==> src/rtl/tone_hist_stat_pkg.sv <==
`default_nettype none
// ============================================================================
// Module      : tone_hist_pkg
// Description : Shared types and constants for the tone_hist_stat block:
//               FSM state encoding, bin-index width helper, flush length.
// Revision    : 1.0 - initial release
// ============================================================================
package tone_hist_pkg;

    typedef enum logic [1:0] {
        ST_IDLE  = 2'd0,
        ST_ACC   = 2'd1,
        ST_FLUSH = 2'd2,
        ST_DONE  = 2'd3
    } state_t;

    // Cycles spent in FLUSH so the last pixel clears the S1/S2 pipeline
    localparam int FLUSH_LEN = 2;

    // Number of data MSBs used as bin index (BIN_NUM is a power of 2, >= 2)
    function automatic int bin_idx_wth(input int bin_num);
        return $clog2(bin_num);
    endfunction

endpackage
`default_nettype wire

==> src/rtl/tone_hist_stat_if.sv <==
`default_nettype none
// ============================================================================
// Module      : tone_hist_stat_if
// Description : Pixel/frame stream, ROI/config registers and histogram
//               result bundle of tone_hist_stat.
//               master : stream source / register owner
//               slave  : the histogram block
// Revision    : 1.0 - initial release
// ============================================================================
interface tone_hist_stat_if #(
    parameter int COIW        = 8,
    parameter int COPW        = 0,
    parameter int BIN_NUM     = 16,
    parameter int BIN_CNT_WTH = 20,
    parameter int CNT_WTH     = 16
);
    localparam int DW = COIW + COPW;

    logic                           i_vstr;
    logic                           i_vend;
    logic                           i_hstr;
    logic                           i_href;
    logic                           i_hend;
    logic [DW-1:0]                  i_data;
    logic                           r_hist_en;
    logic [CNT_WTH-1:0]             r_roi_xstr;
    logic [CNT_WTH-1:0]             r_roi_xend;
    logic [CNT_WTH-1:0]             r_roi_ystr;
    logic [CNT_WTH-1:0]             r_roi_yend;
    logic [BIN_NUM*BIN_CNT_WTH-1:0] o_hist_data;
    logic                           o_hist_vld;
    logic [2*CNT_WTH-1:0]           o_pix_cnt;
    logic                           o_busy;

    modport master (
        output i_vstr, i_vend, i_hstr, i_href, i_hend, i_data,
        output r_hist_en, r_roi_xstr, r_roi_xend, r_roi_ystr, r_roi_yend,
        input  o_hist_data, o_hist_vld, o_pix_cnt, o_busy
    );

    modport slave (
        input  i_vstr, i_vend, i_hstr, i_href, i_hend, i_data,
        input  r_hist_en, r_roi_xstr, r_roi_xend, r_roi_ystr, r_roi_yend,
        output o_hist_data, o_hist_vld, o_pix_cnt, o_busy
    );

endinterface
`default_nettype wire

==> src/rtl/tone_hist_stat_roi.sv <==
`default_nettype none
// ============================================================================
// Module      : tone_hist_roi
// Description : Pixel x / line y counters and ROI window compare.
// Ports       : clk, rst_n (sync, active low)
//               i_vstr/i_hstr/i_href/i_hend : frame and line markers
//               i_roi_*                     : inclusive ROI bounds
//               o_hit                       : current pixel lies in the ROI
// Revision    : 1.0 - initial release
// ============================================================================
module tone_hist_roi #(
    parameter int CNT_WTH = 16
) (
    input  logic               clk,
    input  logic               rst_n,
    input  logic               i_vstr,
    input  logic               i_hstr,
    input  logic               i_href,
    input  logic               i_hend,
    input  logic [CNT_WTH-1:0] i_roi_xstr,
    input  logic [CNT_WTH-1:0] i_roi_xend,
    input  logic [CNT_WTH-1:0] i_roi_ystr,
    input  logic [CNT_WTH-1:0] i_roi_yend,
    output logic               o_hit
);

    logic [CNT_WTH-1:0] r_x;
    logic [CNT_WTH-1:0] r_y;
    logic [CNT_WTH-1:0] w_x;
    logic [CNT_WTH-1:0] w_y;

    // The pixel presented with i_hstr is column 0; r_x already holds the
    // column of the next pixel.
    assign w_x = i_hstr ? '0 : r_x;
    assign w_y = i_vstr ? '0 : r_y;

    always_ff @(posedge clk) begin
        if (!rst_n) begin
            r_x <= '0;
            r_y <= '0;
        end else begin
            if (i_hstr)
                r_x <= i_href ? CNT_WTH'(1) : '0;
            else if (i_href)
                r_x <= r_x + CNT_WTH'(1);

            if (i_vstr)
                r_y <= '0;
            else if (i_hend)
                r_y <= r_y + CNT_WTH'(1);
        end
    end

    assign o_hit = i_href
                && (w_x >= i_roi_xstr) && (w_x <= i_roi_xend)
                && (w_y >= i_roi_ystr) && (w_y <= i_roi_yend);

endmodule
`default_nettype wire

==> src/rtl/tone_hist_stat.sv <==
`default_nettype none
// ============================================================================
// Module      : tone_hist_stat
// Description : ROI luminance histogram of the tone-mapped stream, frozen and
//               published once per frame.
// Ports       : clk, rst_n (sync, active low)
//               bus (slave) : pixel stream, frame markers, enable, ROI bounds
//                             in; o_hist_data/o_hist_vld/o_pix_cnt/o_busy out
// Revision    : 1.0 - initial release
// ============================================================================
module tone_hist_stat
    import tone_hist_pkg::*;
#(
    parameter int COIW        = 8,
    parameter int COPW        = 0,
    parameter int BIN_NUM     = 16,
    parameter int BIN_CNT_WTH = 20,
    parameter int CNT_WTH     = 16
) (
    input  logic             clk,
    input  logic             rst_n,
    tone_hist_stat_if.slave  bus
);

    localparam int DW = COIW + COPW;
    localparam int IW = bin_idx_wth(BIN_NUM);
    localparam int PW = 2 * CNT_WTH;
    localparam int FW = 2;

    state_t                         r_state;
    state_t                         w_state_nxt;
    logic [FW-1:0]                  r_flush_cnt;
    logic                           w_clear;
    logic                           w_publish;
    logic                           w_start;
    logic                           w_hit;
    logic                           r_vstr_dly;
    logic                           r_en_dly;
    logic                           r_s1_hit;
    logic [IW-1:0]                  r_s1_idx;
    logic [BIN_CNT_WTH-1:0]         r_bins [BIN_NUM];
    logic [PW-1:0]                  r_pix_cnt;
    logic [BIN_NUM*BIN_CNT_WTH-1:0] r_hist_data;
    logic [PW-1:0]                  r_hist_pix;
    logic                           r_hist_vld;

    tone_hist_roi #(
        .CNT_WTH (CNT_WTH)
    ) u_roi (
        .clk        (clk),
        .rst_n      (rst_n),
        .i_vstr     (bus.i_vstr),
        .i_hstr     (bus.i_hstr),
        .i_href     (bus.i_href),
        .i_hend     (bus.i_hend),
        .i_roi_xstr (bus.r_roi_xstr),
        .i_roi_xend (bus.r_roi_xend),
        .i_roi_ystr (bus.r_roi_ystr),
        .i_roi_yend (bus.r_roi_yend),
        .o_hit      (w_hit)
    );

    always_ff @(posedge clk) begin
        if (!rst_n)
            r_state <= ST_IDLE;
        else
            r_state <= w_state_nxt;
    end

    // A frame start seen during DONE is replayed from r_vstr_dly/r_en_dly
    // in the IDLE cycle that follows the publish.
    always_comb begin
        w_state_nxt = r_state;
        w_clear     = 1'b0;
        w_publish   = 1'b0;
        w_start     = (bus.i_vstr && bus.r_hist_en) || (r_vstr_dly && r_en_dly);
        case (r_state)
            ST_IDLE: begin
                if (w_start) begin
                    w_clear     = 1'b1;
                    w_state_nxt = ST_ACC;
                end
            end
            ST_ACC: begin
                // A new frame start wins over a coincident frame end
                if (bus.i_vstr) begin
                    w_clear     = 1'b1;
                    w_state_nxt = bus.r_hist_en ? ST_ACC : ST_IDLE;
                end else if (bus.i_vend) begin
                    w_state_nxt = ST_FLUSH;
                end
            end
            ST_FLUSH: begin
                if (bus.i_vstr) begin
                    w_clear     = 1'b1;
                    w_state_nxt = bus.r_hist_en ? ST_ACC : ST_IDLE;
                end else if (r_flush_cnt == FW'(FLUSH_LEN - 1)) begin
                    // Result registers load on DONE entry so data and the
                    // valid pulse are presented together in the DONE cycle
                    w_publish   = 1'b1;
                    w_state_nxt = ST_DONE;
                end
            end
            ST_DONE: begin
                w_state_nxt = ST_IDLE;
            end
            default: begin
                w_state_nxt = ST_IDLE;
            end
        endcase
    end

    always_ff @(posedge clk) begin
        if (!rst_n) begin
            r_flush_cnt <= '0;
            r_vstr_dly  <= 1'b0;
            r_en_dly    <= 1'b0;
            r_s1_hit    <= 1'b0;
            r_s1_idx    <= '0;
            r_pix_cnt   <= '0;
            r_hist_data <= '0;
            r_hist_pix  <= '0;
            r_hist_vld  <= 1'b0;
            for (int i = 0; i < BIN_NUM; i++)
                r_bins[i] <= '0;
        end else begin
            r_flush_cnt <= (r_state == ST_FLUSH) ? r_flush_cnt + FW'(1) : '0;
            r_vstr_dly  <= bus.i_vstr && (r_state == ST_DONE);
            r_en_dly    <= bus.r_hist_en;

            // S1: bin index and hit; a pixel coincident with a frame start
            // belongs to no accumulated frame
            r_s1_hit <= w_hit && (r_state == ST_ACC) && !bus.i_vstr;
            r_s1_idx <= bus.i_data[DW-1 -: IW];

            // S2: single-cycle read-modify-write, so consecutive hits on the
            // same bin always see the updated count
            if (w_clear) begin
                r_pix_cnt <= '0;
                for (int i = 0; i < BIN_NUM; i++)
                    r_bins[i] <= '0;
            end else if (r_s1_hit) begin
                if (r_bins[r_s1_idx] != '1)
                    r_bins[r_s1_idx] <= r_bins[r_s1_idx] + BIN_CNT_WTH'(1);
                if (r_pix_cnt != '1)
                    r_pix_cnt <= r_pix_cnt + PW'(1);
            end

            r_hist_vld <= w_publish;
            if (w_publish) begin
                r_hist_pix <= r_pix_cnt;
                for (int i = 0; i < BIN_NUM; i++)
                    r_hist_data[i*BIN_CNT_WTH +: BIN_CNT_WTH] <= r_bins[i];
            end
        end
    end

    assign bus.o_hist_data = r_hist_data;
    assign bus.o_hist_vld  = r_hist_vld;
    assign bus.o_pix_cnt   = r_hist_pix;
    assign bus.o_busy      = (r_state != ST_IDLE);

endmodule
`default_nettype wire

==> src/flat_wrapper.sv <==
// flat-port wrapper written by rule: the top's interface ports become plain ports
module tone_hist_stat_flat import tone_hist_pkg::*;
#(
    parameter int COIW        = 8,
    parameter int COPW        = 0,
    parameter int BIN_NUM     = 16,
    parameter int BIN_CNT_WTH = 20,
    parameter int CNT_WTH     = 16
)
  (clk, rst_n, bus_i_vstr, bus_i_vend, bus_i_hstr, bus_i_href, bus_i_hend, bus_i_data, bus_r_hist_en, bus_r_roi_xstr, bus_r_roi_xend, bus_r_roi_ystr, bus_r_roi_yend, bus_o_hist_data, bus_o_hist_vld, bus_o_pix_cnt, bus_o_busy);
  tone_hist_stat_if #(.COIW(COIW), .COPW(COPW), .BIN_NUM(BIN_NUM), .BIN_CNT_WTH(BIN_CNT_WTH), .CNT_WTH(CNT_WTH)) bus_i ();
  input  logic clk;
  input  logic rst_n;
  input wire logic [$bits(bus_i.i_vstr)-1:0] bus_i_vstr;
  input wire logic [$bits(bus_i.i_vend)-1:0] bus_i_vend;
  input wire logic [$bits(bus_i.i_hstr)-1:0] bus_i_hstr;
  input wire logic [$bits(bus_i.i_href)-1:0] bus_i_href;
  input wire logic [$bits(bus_i.i_hend)-1:0] bus_i_hend;
  input wire logic [$bits(bus_i.i_data)-1:0] bus_i_data;
  input wire logic [$bits(bus_i.r_hist_en)-1:0] bus_r_hist_en;
  input wire logic [$bits(bus_i.r_roi_xstr)-1:0] bus_r_roi_xstr;
  input wire logic [$bits(bus_i.r_roi_xend)-1:0] bus_r_roi_xend;
  input wire logic [$bits(bus_i.r_roi_ystr)-1:0] bus_r_roi_ystr;
  input wire logic [$bits(bus_i.r_roi_yend)-1:0] bus_r_roi_yend;
  output wire logic [$bits(bus_i.o_hist_data)-1:0] bus_o_hist_data;
  output wire logic [$bits(bus_i.o_hist_vld)-1:0] bus_o_hist_vld;
  output wire logic [$bits(bus_i.o_pix_cnt)-1:0] bus_o_pix_cnt;
  output wire logic [$bits(bus_i.o_busy)-1:0] bus_o_busy;
  assign bus_i.i_vstr = bus_i_vstr;
  assign bus_i.i_vend = bus_i_vend;
  assign bus_i.i_hstr = bus_i_hstr;
  assign bus_i.i_href = bus_i_href;
  assign bus_i.i_hend = bus_i_hend;
  assign bus_i.i_data = bus_i_data;
  assign bus_i.r_hist_en = bus_r_hist_en;
  assign bus_i.r_roi_xstr = bus_r_roi_xstr;
  assign bus_i.r_roi_xend = bus_r_roi_xend;
  assign bus_i.r_roi_ystr = bus_r_roi_ystr;
  assign bus_i.r_roi_yend = bus_r_roi_yend;
  assign bus_o_hist_data = bus_i.o_hist_data;
  assign bus_o_hist_vld = bus_i.o_hist_vld;
  assign bus_o_pix_cnt = bus_i.o_pix_cnt;
  assign bus_o_busy = bus_i.o_busy;
  tone_hist_stat #(.COIW(COIW), .COPW(COPW), .BIN_NUM(BIN_NUM), .BIN_CNT_WTH(BIN_CNT_WTH), .CNT_WTH(CNT_WTH)) u_core (.clk(clk), .rst_n(rst_n), .bus(bus_i));
endmodule
==> config.mk <==
export PLATFORM = sky130hd
export DESIGN_NAME = tone_hist_stat_flat
export DESIGN_NICKNAME = d
export VERILOG_FILES = /design/src/rtl/tone_hist_stat_pkg.sv /design/src/rtl/tone_hist_stat_if.sv /design/src/rtl/tone_hist_stat_roi.sv /design/src/rtl/tone_hist_stat.sv /design/src/flat_wrapper.sv
export SDC_FILE = /design/constraint.sdc
export NUM_CORES = 1
export LEC_CHECK = 0
export BUFFER_PORTS_ARGS = -buffer_cell sky130_fd_sc_hd__buf_4
export CORE_AREA = 4 4 335 337
export DETAILED_ROUTE_END_ITERATION = 10
export DIE_AREA = 0 0 339 341
export GPL_TIMING_DRIVEN = 0
export PLACE_DENSITY = 0.54
export SYNTH_ARGS = -nofsm -noshare
export SYNTH_HDL_FRONTEND = slang
export SYNTH_SLANG_ARGS = --single-unit
==> constraint.sdc <==
create_clock -name clk -period 4.4 [get_ports clk]
set_input_delay 0.88 -clock clk [delete_from_list [all_inputs] [get_ports clk]]
set_output_delay 0.88 -clock clk [all_outputs]
set_load 0.1 [all_outputs]
==> flow_metrics.tcl, run 1 <==
set metrics [dict create \
    worst_slew_pin_slew_ns 1.479 \
    die_w_um 339 \
    instances_no_fill 5093 \
    status "finished clean" \
    critPathSlowestCell "mux4_2" \
    drc 0 \
    grtUsageMet2_pct 34.03 \
    synthDistinctLibCells 57 \
    grt_busiest_layer "met2" \
    die_area_um2 115600 \
    ys.flop_type "dfxtp_1" \
    synth_compound_area_share_pct 10.47 \
    syn_to_final_growth_pct 25.77 \
    globalRouteMet1Util_pct 27.08 \
    grt_usage_pct 20.70 \
    yosysWarnings 0 \
    drt_wl_total_um 124300 \
    cap_violations 0 \
    worstPathMaxFanout 20 \
    die_y_um 341 \
    avgSynthCellArea_um2 10.53 \
    cts_htree_levels 3 \
    coreArea_um2 108900 \
    synth_edf_count 320 \
    syn-num-nets 3239 \
    synthXorXnorAreaFrac_pct 2.090 \
    ys_ff_latch 748 \
    worst_setup_path_start_kind "register" \
    p_leak_nw 15.22 \
    syn_inst 3087 \
    clock_latency_ns 0.69 \
    fill_cells 10850 \
    synth_top_family_by_area "simple AND/OR/NAND/NOR gates" \
    min_period_ns 4.355 \
    critPathLaunch "u_core.r_s1_idx[0]" \
    cts_buffers 86 \
    min_period_over_period_pct 98.97 \
    finalMaxSlewViolations 0 \
    place_hpwl_um 95330 \
    slew_headroom_pct 1.397 \
    io_buffers 427 \
    cp.required_ns 4.70 \
    synthMuxAreaShare_pct 6.106 \
    cts-root-buf "clkbuf_16" \
    setup_violations 0 \
    dp.cells 4928 \
    r2r_start "u_core.r_s1_idx[0]" \
    hp-start "u_core.r_flush_cnt[0]" \
    routed-via-count 25110 \
    drt_first_pass_iters 5 \
    grt-ovfl-total 0 \
    clk_pin_slew_ns 0.07 \
    cts_tree "built" \
    synth-simple-area-share_pct 18.15 \
    hold_class "reg2reg" \
    row_count 121 \
    hold_violations 0 \
    drtIter0Drc 2344 \
    criticalPathCategory "reg2reg" \
    antenna_left 0 \
    clock_path_buffers 3 \
    grt_pass1_vias 24380 \
    final_nets 3757 \
    finClkSkew_ns 0.05644 \
    endpoint_kind "register" \
    cts_hold_buf 0 \
    grt_max_degree 21 \
    max_stage_delay_ns 0.60 \
    gp_congestion 0.8998 \
    vias_per_cell 4.931 \
    cp.arrival_ns 4.65 \
    clkSinkCount 748 \
    antenna_found_initial 2 \
    synth_adder_area_share_pct 2.772 \
    ys_async_sr_fraction_pct 0 \
    yosysSeqAreaShare_pct 55.93 \
    tns_ns 0 \
    grt_pass1_wl_um 173500 \
    rsz0062_at_grt "false" \
    ioPinCount 434 \
    syn_area_um2 32500 \
    cp_cell_sequence "buf_6 > buf_12 > buf_6 > mux4_2 > a22oi_2 > nand2_4 > buf_4 > ha_1 > nand3_2 > nor2_4 > nand4_4 > nand4b_1 > buf_2 > nand2_4" \
    grtUsageMet3_pct 5.611 \
    initial_core_util_pct 29.86 \
    drive_gt1_share_pct 23.50 \
    irDropWorstVdd_mv 0.2381 \
    fmax_mhz 229.6 \
    post_drt_wl_per_cell_um 24.42 \
    powerDensity_nw_per_um2 407.1 \
]
==> worst max-delay path: cells and delay by family, from the launching register on <==
family                   cells  cell delay (ns)
adder cells (fa/ha/maj)      1             0.27
multiplexers                 1             0.60
buffers and inverters        5             1.22
AO/OA/AOI/OAI                1             0.37
AND/OR/NAND/NOR              6             1.16
flip-flops                   1             0.33
==> power breakdown <==
part / internal, W / switching, W / leakage [nW]
clock network: 0.00467 / 0.00308 / 1.51
registers: 0.00748 / 0.000205 / 6.87
logic: 0.000380 / 0.000834 / 6.84
==> per-stage QoR <==
stage / hold slack [ns] / setup WS (ns) / total power [W] / util (%) / cell area [um2]
CTS: 0.4143 / 0.03361 / 0.01671 / 37.51 / 40830
finish: 0.4306 / 0.04525 / 0.01664 / 37.55 / 40880
floorplan: 0.3977 / 0.5340 / 0.008358 / - / 32500
global placement: 0.4087 / -1.055 / 0.008974 / 34.43 / 37470
detailed placement: 0.4228 / -1.154 / 0.008979 / 34.43 / 37480
global route: 0.4405 / 0.003651 / 0.01706 / 37.55 / 40870
==> layout make-up <==
cell class	count	area, um2	share of cell area, %
flip-flops and latches	748	18180	44.47
multi-input cells	2050	13140	32.16
inverters	74	277.8	0.6795
diodes	2	5.005	0.01224
plain buffers	216	1215	2.972
clock inverters	36	505.5	1.237
clock buffers	124	2561	6.266
well taps	1414	1769	4.328
repair buffers	429	3221	7.879
==> what timing repair did <==
| action | in CTS | in global routing |
|---|---|---|
| setup buffers | 2 | 0 |
| gates resized for setup | 56 | 13 |
| setup endpoints to repair | 634 | 267 |
| cloned | 1 | 0 |
==> final timing paths <==
path | endpoint | slack [ns] | cells after the start
max | u_core.r_bins[2][18] | 0.05 | 14
min | u_core.r_flush_cnt[0] | 0.43 | 1
max reg2reg | u_core.r_bins[2][18] | 0.05 | 14
min reg2reg | u_core.r_flush_cnt[0] | 0.43 | 1
==> registers in the layout (all words and copies together), names as in the netlist <==
signal,cells
u_core.r_s1_hit,1
u_core.r_bins,320
u_core.r_state,2
u_core.r_flush_cnt,2
u_core.bus.o_pix_cnt,32
u_core.r_pix_cnt,32
u_core.r_en_dly,1
u_core.r_s1_idx,4
u_core.bus.o_hist_vld,1
u_core.bus.o_hist_data,320
u_core.u_roi.r_x,16
u_core.u_roi.r_y,16
u_core.r_vstr_dly,1
==> kinds of logic after synthesis <==
| family | count (synthesis) |
|---|---|
| fa+ha+maj | 72 |
| buf+inv | 290 |
| simple gates | 1350 |
| compound gates | 468 |
| mux | 90 |
| flops | 748 |
| xor+xnor | 69 |
==> metal layers <==
metal | vias up | part of all wire (%)
met5 | - | 0.0072
met4 | 2 | 2.3
met3 | 157 | 9.2
met2 | 984 | 47
met1 | 12420 | 42
li1 | 11550 | -
==> layout by cell type (no fill, tap or decap), types with 7 or more instances in the layout <==
cell type	Yosys	layout
nand2b_1	12	12
nor2_1	324	324
and2_1	10	10
dfxtp_1	428	428
inv_1	74	74
nor2b_1	33	33
clkbuf_16	0	90
a22oi_1	29	28
nand2_8	0	10
xor2_1	41	41
buf_4	8	439
clkbuf_1	141	149
and3_1	12	12
or3_1	10	10
ha_1	72	72
mux4_2	84	84
buf_2	27	24
xnor2_1	18	15
edfxtp_1	320	320
clkinv_2	0	13
nand4_1	28	28
clkbuf_8	0	18
clkbuf_2	0	7
o21ai_0	21	21
nand3_1	25	24
a21o_1	22	22
a21oi_1	29	29
a21boi_0	352	352
buf_6	34	35
nand2_1	773	758
nor3_1	9	9
nor2_2	77	76
bufinv_16	0	10
nand4_4	9	9
==> Yosys cell counts, types with 6 or more instances <==
| cell | instances | area (um2) |
|---|---|---|
| nand2_1 | 773 | 2902 |
| dfxtp_1 | 428 | 8568 |
| a21boi_0 | 352 | 2643 |
| nor2_1 | 324 | 1216 |
| edfxtp_1 | 320 | 9609 |
| clkbuf_1 | 141 | 529.3 |
| mux4_2 | 84 | 1892 |
| nor2_2 | 77 | 481.7 |
| inv_1 | 74 | 277.8 |
| ha_1 | 72 | 900.9 |
| xor2_1 | 41 | 359.1 |
| buf_6 | 34 | 382.9 |
| nor2b_1 | 33 | 206.5 |
| a21oi_1 | 29 | 145.1 |
| a22oi_1 | 29 | 217.7 |
| nand4_1 | 28 | 175.2 |
| buf_2 | 27 | 135.1 |
| nand3_1 | 25 | 125.1 |
| a21o_1 | 22 | 165.2 |
| o21ai_0 | 21 | 105.1 |
| xnor2_1 | 18 | 157.7 |
| and3_1 | 12 | 75.07 |
| nand2b_1 | 12 | 75.07 |
| and2_1 | 10 | 62.56 |
| or3_1 | 10 | 62.56 |
| nand4_4 | 9 | 191.4 |
| nor3_1 | 9 | 45.04 |
| buf_4 | 8 | 60.06 |
| xor2_2 | 8 | 130.1 |
| nand4b_1 | 6 | 52.55 |
Power figures use the tool's default switching activity.
==> run 2: changes to the inputs <==
- BUFFER_PORTS_ARGS: -buffer_cell sky130_fd_sc_hd__buf_4 -> -buffer_cell sky130_fd_sc_hd__buf_2
==> run 2 against run 1 <==
- critical path depth is 1 lower
- total power is 2.3% lower
- via count fell by 0.12%
- non-clock buffer count shrank 2
- first-iteration DRC count is 2.6% lower
- sequential power hardly changed
- clock power shrank 4.7%
- register-to-register slack about the same
- utilization shrank 1.1 points
==> flow_metrics.tcl, run 2 (synthesis gave the netlist of run 1 again) <==
set metrics [dict create \
    status "finished clean" \
    finClkSkew_ns 0.03296 \
    post_drt_wl_per_cell_um 24.29 \
    clkSinkCount 748 \
    drt_wl_total_um 123600 \
    grt_max_degree 21 \
    grt-ovfl-total 0 \
    dp.cells 4928 \
    clock_path_buffers 3 \
    io_buffers 427 \
    antenna_found_initial 4 \
    worst_setup_path_start_kind "register" \
    powerDensity_nw_per_um2 409.7 \
    critPathLaunch "u_core.r_s1_idx[0]" \
    irDropWorstVdd_mv 0.2715 \
    gp_congestion 0.8973 \
    worstPathMaxFanout 10 \
    r2r-end "u_core.r_bins[5][12]" \
    cts_hold_buf 0 \
    ioPinCount 434 \
    timing.final.ws_setup_ns 0.05778 \
    power_w 0.01625 \
    r2r_cells 13 \
    cts_buffers 86 \
    vias_per_cell 4.928 \
    postCtsSetupBuffers 0 \
    cts-root-buf "clkbuf_16" \
    min_period_over_period_pct 98.69 \
    timing.hold.ws_ns 0.4164 \
    cp.required_ns 4.78 \
    place_hpwl_um 95270 \
    r2r_start "u_core.r_s1_idx[0]" \
    die_y_um 341 \
    cap_violations 0 \
    instances_no_fill 5090 \
    endpoint_kind "register" \
    cp.arrival_ns 4.73 \
    hold_violations 0 \
    die_area_um2 115600 \
    die_w_um 339 \
    final_cell_mix "nand2_1, buf_2, dfxtp_1" \
    dp_slack_ns -1.089 \
    coreArea_um2 108900 \
    clk_pin_slew_ns 0.06 \
    rsz0062_at_grt "true" \
    initial_core_util_pct 29.86 \
    routed-via-count 25090 \
    row_count 121 \
    reg2reg_setup_slack_ns 0.06 \
    p_leak_nw 15.12 \
    worst_slew_pin_slew_ns 1.411 \
    crit_end "u_core.r_bins[5][12]" \
    antenna_left 0 \
    slew_headroom_pct 5.948 \
    clock_latency_ns 0.67 \
    num_antenna_cells 0 \
    grt_pass1_vias 24650 \
    grt_pass1_wl_um 173700 \
    final_nets 3754 \
    drive_gt1_share_pct 23.20 \
    drtIter0Drc 2282 \
    cts_tree "built" \
    setup_violations 0 \
    min_period_ns 4.342 \
    grt_usage_pct 20.71 \
    criticalPathCategory "reg2reg" \
    final_common_cell "nand2_1" \
    drc 0 \
    finalMaxSlewViolations 0 \
    cts_htree_levels 3 \
    fmax_mhz 230.3 \
    hold_class "reg2reg" \
    drt_first_pass_iters 8 \
    syn_to_final_growth_pct 22.06 \
]
run 2: cell count changes in the layout (fill, tap and decap cells not counted), sizes merged:
| cell | previous run | this run |
|---|---|---|
| buf | 502 | 495 |
| bufinv | 10 | 5 |
| clkbuf | 265 | 276 |
| clkdlybuf4s15 | 2 | 0 |
| clkinv | 17 | 20 |
| clkinvlp | 2 | 5 |
| diode | 2 | 0 |
| inv | 81 | 78 |
| nand2 | 775 | 774 |
run 2: final cells by class:
class                   count  area (um2)
clock buffers             128        2579
clock inverters            34       330.3
well taps                1414        1769
fillers                 10980       69180
multi-input cells        2049       13180
inverters                  74       277.8
flip-flops and latches    748       18180
repair buffers            427        2137
plain buffers             216        1217
run 2: metrics by stage:
step / util (%) / cell area, um2 / setup TNS [ns]
floorplan: - / 32500 / 0
global placement: 33.45 / 36410 / -402.68
detailed placement: 33.45 / 36410 / -427.56
CTS: 36.36 / 39580 / 0
global route: 36.44 / 39670 / -0.1110
finish: 36.44 / 39670 / 0
run 2: critical path, stage by stage, from the launching register on:
cell,delay [ns]
dfxtp_1,0.33
buf_6,0.22
buf_12,0.19
buf_6,0.28
mux4_2,0.61
a22oi_2,0.30
nand2_2,0.25
buf_4,0.28
ha_1,0.27
nand3_2,0.17
nor3_1,0.12
xnor2_2,0.46
buf_2,0.49
nor2_1,0.08
run 2: where the power goes:
group	switching, W	internal (W)
clock	0.00301	0.00437
sequential	0.000201	0.00748
combinational	0.000835	0.000362
run 2: worst min-delay path by stage:
stage,start,end,slack [ns],cells after the start
3_5_place_dp,u_core.r_flush_cnt[0],u_core.r_flush_cnt[0],0.41,1
5_1_grt,bus_i_data[5],u_core.r_s1_idx[1],0.44,2
2_1_floorplan,u_core.r_flush_cnt[0],u_core.r_flush_cnt[0],0.40,1
4_1_cts,bus_i_data[5],u_core.r_s1_idx[1],0.41,2
6_report,u_core.r_flush_cnt[0],u_core.r_flush_cnt[0],0.42,1
3_3_place_gp,u_core.r_flush_cnt[0],u_core.r_flush_cnt[0],0.41,1
run 2: layer usage:
layer	wire length [um]	vias up	global-route usage [%]	share of wire, %
met3	12650	179	6.424	10
met2	57120	1056	33.55	46
li1	-	11540	-	-
met5	13	-	0	0.011
met1	49630	12310	26.27	40
met4	4218	2	7.034	3.4
run 2: what timing repair did:
action | 4_1_cts | 5_1_grt
gates resized for setup | 55 | 19
hold endpoints to repair | 0 | 0
endpoints found under the setup margin | 634 | 186
